`src/rtl/mac_pkg.sv`:
```
// Shared types and sizing helpers for the dot-product MAC and its neighbours.
package mac_pkg;

  // Control states of the multiply-accumulate sequencer.
  typedef enum logic [1:0] {
    IDLE  = 2'd0,
    ACCUM = 2'd1,
    DONE  = 2'd2
  } mac_state_e;

  // Result width that can never overflow: full product width plus
  // enough headroom bits to sum len products.
  function automatic int default_acc_w(input int width, input int len);
    return 2 * width + $clog2(len);
  endfunction

endpackage

```
`src/rtl/param_adder.sv`:
```
// N-bit ripple-carry adder, the generalised form of the old 4-bit carry adder.
module param_adder #(
  parameter int N = 8
) (
  input  logic [N-1:0] a,
  input  logic [N-1:0] b,
  input  logic         c_in,
  output logic [N-1:0] s,
  output logic         c_out
);

  logic [N:0] carry;

  assign carry[0] = c_in;

  // One full adder per bit, carry rippling from LSB to MSB.
  for (genvar gi = 0; gi < N; gi++) begin : g_fa
    assign s[gi]       = a[gi] ^ b[gi] ^ carry[gi];
    assign carry[gi+1] = (a[gi] & b[gi]) | (carry[gi] & (a[gi] ^ b[gi]));
  end

  assign c_out = carry[N];

endmodule

```
`src/rtl/dot_product_mac.sv`:
```
// Sequential dot-product unit: accumulates LEN unsigned products per vector
// over a valid/ready stream and presents one result with a sticky overflow.
module dot_product_mac
  import mac_pkg::*;
#(
  parameter int WIDTH = 8,
  parameter int LEN   = 4,
  parameter int ACC_W = default_acc_w(WIDTH, LEN)
) (
  input  logic             clk,
  input  logic             rst,
  input  logic             in_valid,
  output logic             in_ready,
  input  logic [WIDTH-1:0] a,
  input  logic [WIDTH-1:0] b,
  output logic             out_valid,
  input  logic             out_ready,
  output logic [ACC_W-1:0] sum,
  output logic             ovf
);

  localparam int PW = 2 * WIDTH;
  localparam int CW = $clog2(LEN + 1);
  localparam logic [CW-1:0] LAST_CNT = CW'(LEN - 1);

  mac_state_e       state_q, state_d;
  logic [CW-1:0]    cnt_q, cnt_d;
  logic [ACC_W-1:0] acc_q, acc_d;
  logic             ovf_q, ovf_d;
  logic             out_valid_q, out_valid_d;

  logic [PW-1:0]    prod;
  logic [ACC_W-1:0] prod_ext;
  logic             prod_hi;
  logic [ACC_W-1:0] add_s;
  logic             add_co;
  logic             beat;

  assign prod     = PW'(a) * PW'(b);
  assign prod_ext = ACC_W'(prod);

  // Product bits that do not fit the accumulator are an overflow in their own right.
  if (ACC_W < PW) begin : g_trunc
    assign prod_hi = |prod[PW-1:ACC_W];
  end else begin : g_fit
    assign prod_hi = 1'b0;
  end

  param_adder #(
    .N(ACC_W)
  ) u_adder (
    .a    (acc_q),
    .b    (prod_ext),
    .c_in (1'b0),
    .s    (add_s),
    .c_out(add_co)
  );

  // Operands are only taken while no result is pending.
  assign in_ready  = (state_q != DONE);
  assign beat      = in_valid && in_ready;
  assign out_valid = out_valid_q;
  assign sum       = acc_q;
  assign ovf       = ovf_q;

  // Next-state logic: accumulate accepted beats, hold the result until consumed.
  always_comb begin
    state_d     = state_q;
    cnt_d       = cnt_q;
    acc_d       = acc_q;
    ovf_d       = ovf_q;
    out_valid_d = out_valid_q;
    unique case (state_q)
      IDLE, ACCUM: begin
        if (beat) begin
          acc_d = add_s;
          ovf_d = ovf_q | add_co | prod_hi;
          cnt_d = cnt_q + CW'(1);
          if (cnt_q == LAST_CNT) begin
            state_d     = DONE;
            out_valid_d = 1'b1;
          end else begin
            state_d = ACCUM;
          end
        end
      end
      DONE: begin
        if (out_ready) begin
          state_d     = IDLE;
          cnt_d       = '0;
          acc_d       = '0;
          ovf_d       = 1'b0;
          out_valid_d = 1'b0;
        end
      end
      default: begin
        state_d     = IDLE;
        cnt_d       = '0;
        acc_d       = '0;
        ovf_d       = 1'b0;
        out_valid_d = 1'b0;
      end
    endcase
  end

  // State registers; reset discards any partial accumulation immediately.
  always_ff @(posedge clk or posedge rst) begin
    if (rst) begin
      state_q     <= IDLE;
      cnt_q       <= '0;
      acc_q       <= '0;
      ovf_q       <= 1'b0;
      out_valid_q <= 1'b0;
    end else begin
      state_q     <= state_d;
      cnt_q       <= cnt_d;
      acc_q       <= acc_d;
      ovf_q       <= ovf_d;
      out_valid_q <= out_valid_d;
    end
  end

endmodule
```
`config.mk`:
```
export PLATFORM = sky130hd
export DESIGN_NAME = dot_product_mac
export DESIGN_NICKNAME = d
export VERILOG_FILES = /design/src/rtl/mac_pkg.sv /design/src/rtl/param_adder.sv /design/src/rtl/dot_product_mac.sv
export SDC_FILE = /design/constraint.sdc
export NUM_CORES = 1
export LEC_CHECK = 0
export ABC_AREA = 1
export CAP_MARGIN = 20
export CORE_ASPECT_RATIO = 0.75
export CORE_MARGIN = 3
export CORE_UTILIZATION = 50
export DETAILED_ROUTE_END_ITERATION = 12
export GPL_TIMING_DRIVEN = 0
export PLACE_DENSITY = 0.71
export SYNTH_ARGS = -nofsm -noshare
export SYNTH_HDL_FRONTEND = slang
export SYNTH_SLANG_ARGS = --single-unit
```
`constraint.sdc`:
```
create_clock -name clk -period 21.9 [get_ports clk]
set_clock_uncertainty 0.1 [all_clocks]
set_input_delay 4.38 -clock clk [delete_from_list [all_inputs] [get_ports clk]]
set_output_delay 4.38 -clock clk [all_outputs]
set_load 0.005 [all_outputs]
```
==> impl_metrics.yaml <==
status:
  status: "complete, no violations"
worst_setup_path:
  r2r-start: "sum[0]"
  crit_path_frequent_cell: "fa_1"
  regToRegEndpoint: "sum[17]"
  critPathMaxStageDelay_ns: 0.54
  critPathMaxFanout: 8
  cp-start-kind: "primary input"
  cp-end-kind: "flip-flop"
  ff2ff_path_depth: 22
  crit_arrival_ns: 12.12
  cpMaxStageDelayCell: "fa_1"
  path_class: "primary input to flip-flop"
  worstPathRequired_ns: 22.00
  r2r_slack_ns: 14.78
drt:
  wl_per_cell_um: 11.5
  antenna_left: 0
  first_iter_violations: 160
  vias: 2949
  dr.pass1.iters: 4
  viasPerCell: 4.74
  drc: 0
  wirelength_mm: 7.15
sta:
  setup-violations-final: 0
  maxSlewViolCount: 0
  max_freq_ghz: 0.0832
  fin_crit_sh_pct: 54.9
  relSlewSlack_pct: 68.2
  worst_slew_pin_slew_ns: 0.477
  hold_violations: 0
  finalCriticalPeriod_ns: 12.02
  setup_tns_ns: 0
  rsz0062_at_grt: "no"
yosys:
  ys_seq_area_share_pct: 16.8
  synthTopCellsByArea: "fa_1, dfrtp_1, nand2_1"
  synthDistinctLibCells: 23
  netlist_area_um2: 3730
  syn_inst: 495
  synth_warnings: 0
  yosys_register_bits: 25
  syn-num-nets: 607
  avgSynthCellArea_um2: 7.54
  yosys.area.top_type: "fa_1"
  synth_top_area_share_pct: 27.4
cts:
  cts.htree.levels: 1
  clock_latency_ns: 0.27
  cts.path.max_buffers: 2
  cts_tree: "yes"
  post-cts-setup-buffers: 0
  root_buffer: "clkbuf_8"
  path_clk_slew_ns: 0.09
  cts_buffers: 3
  clock-sinks: 25
  cts_hold_buf: 0
  cts_resized: 0
pwr:
  power_leakage_nw: 2.50
  p_sw_w: 0.000223
  vdd_drop_max_uv: 67.7
  p_int_w: 0.000246
  seqPwrFrac_pct: 19.4
  sw_frac_of_total_pct: 47.6
  pwr-share-comb_pct: 74.8
  power_frac_clock_pct: 5.8
  p_per_area_nw_per_um2: 112
die:
  coreArea_um2: 7030
  die_area_um2: 8550
  die_w_um: 106
  initial_core_util_pct: 53.1
  die_h_um: 80.8
  rows: 26
  io-pin-count: 41
grt:
  grt_pass1_vias: 2779
  grt_pass1_wl_mm: 12.9
  track_usage_pct: 18.5
  antenna_found_initial: 0
  grt_max_degree: 26
  grt_overflow: 0
worst_hold_path:
  whs_path_depth: 2
  min_from: "cnt_q[1]"
  hold_class: "flip-flop to flip-flop"
  min_to: "cnt_q[1]"
placement:
  gp_congestion: 0.853
  dp.final_hpwl_mm: 6.07
  io_buffers: 24
finish:
  antenna_cells: 0
  syn2layout_area_growth_pct: 11.7
  postLayoutCoreUtil_pct: 59.3
  layout-drive-gt1-share_pct: 2.67
  final_nets: 637
job:
  cap_violations: 0
[sequential cells by signal (all words and copies together) (netlist names)]
name and count:
cnt_q 3, state_q 2, ovf 1, sum 18, out_valid 1
[cell usage after synthesis]
| master | count |
|---|---|
| nand4_1 | 4 |
| o21a_1 | 1 |
| o22ai_1 | 2 |
| nor2_2 | 1 |
| inv_1 | 127 |
| nand3_1 | 13 |
| a21oi_1 | 5 |
| a211oi_2 | 1 |
| ha_1 | 41 |
| nand2_1 | 160 |
| dfrtp_1 | 25 |
| buf_6 | 2 |
| clkbuf_1 | 17 |
| xor2_1 | 8 |
| fa_1 | 51 |
| o21ai_0 | 20 |
| buf_2 | 3 |
| o21ba_2 | 1 |
| nor2_1 | 9 |
| or2_1 | 1 |
| nand2_2 | 1 |
| nand3b_1 | 1 |
| inv_4 | 1 |
[placed cells by master, fill, tap and decap left out, drive strengths merged, types with 8 or more instances in the layout]
cell	n
nand3	13
clkbuf	21
nand2	161
o21ai	20
nor2	10
xor2	8
inv	128
clkdlybuf4s50	24
fa	51
ha	41
dfrtp	25
[how the worst max path moves through the flow]
| stage | startpoint | end | slack (ns) | depth (start not counted) |
|---|---|---|---|---|
| global placement | a[0] | sum[17] | 9.64 | 28 |
| global route | a[1] | sum[17] | 9.47 | 28 |
| floorplan | b[2] | sum[17] | 9.97 | 28 |
| detailed placement | a[1] | sum[17] | 9.57 | 28 |
| CTS | a[1] | sum[17] | 9.83 | 28 |
| finish | a[1] | sum[17] | 9.88 | 28 |
[per-layer routing]
metal | vias up | track usage [%] | wire, um
met4 | 0 | 1.55 | 21
met5 | - | 0 | 0
met1 | 1393 | 29.1 | 3810
met2 | 55 | 28.4 | 2970
met3 | 2 | 2.22 | 345
li1 | 1499 | - | -
[per-stage QoR]
| step | cells | area (um2) | setup slack (ns) | hold slack (ns) | total power [W] |
|---|---|---|---|---|---|
| floorplan | 495 | 3730 | 9.97 | 0.357 | 0.000351 |
| global placement | 617 | 4100 | 9.64 | 0.374 | 0.000438 |
| detailed placement | 617 | 4100 | 9.57 | 0.385 | 0.000445 |
| CTS | 621 | 4140 | 9.83 | 0.406 | 0.000477 |
| global route | 622 | 4170 | 9.47 | 0.455 | 0.000547 |
| finish | 622 | 4170 | 9.88 | 0.400 | 0.000469 |
[cell families after synthesis]
group           after synthesis  share of synthesized area, %
fa+ha+maj                    92                          41.1
flops                        25                          16.8
simple gates                190                          20.1
buf+inv                     150                          15.7
compound gates               30                          4.49
xor+xnor                      8                          1.88
[critical path, delay by kind of cell]
| kind | cells | cell delay, ns |
|---|---|---|
| simple gates | 2 | 0.14 |
| buf+inv | 6 | 0.67 |
| compound gates | 1 | 0.14 |
| fa+ha+maj | 19 | 6.78 |
[area by class of cell]
| class | count | area [um2] |
|---|---|---|
| fill | 694 | 2860 |
| multi-input combinational | 320 | 2520 |
| timing repair buffer | 25 | 268 |
| sequential | 25 | 626 |
| buffer | 22 | 101 |
| clock buffer | 4 | 45.0 |
| inverter | 128 | 483 |
| tap | 98 | 123 |
[power by group through the flow]
stage	logic [W]	clock network, W	registers [W]
4_1_cts	0.000357	0.0000285	0.0000918
5_1_grt	0.000420	0.0000304	0.0000960
3_5_place_dp	0.000352	0	0.0000925
3_3_place_gp	0.000346	0	0.0000917
6_report	0.000350	0.0000273	0.0000909
2_1_floorplan	0.000260	0	0.0000902
Note: power is estimated with default switching activity, not from simulation.
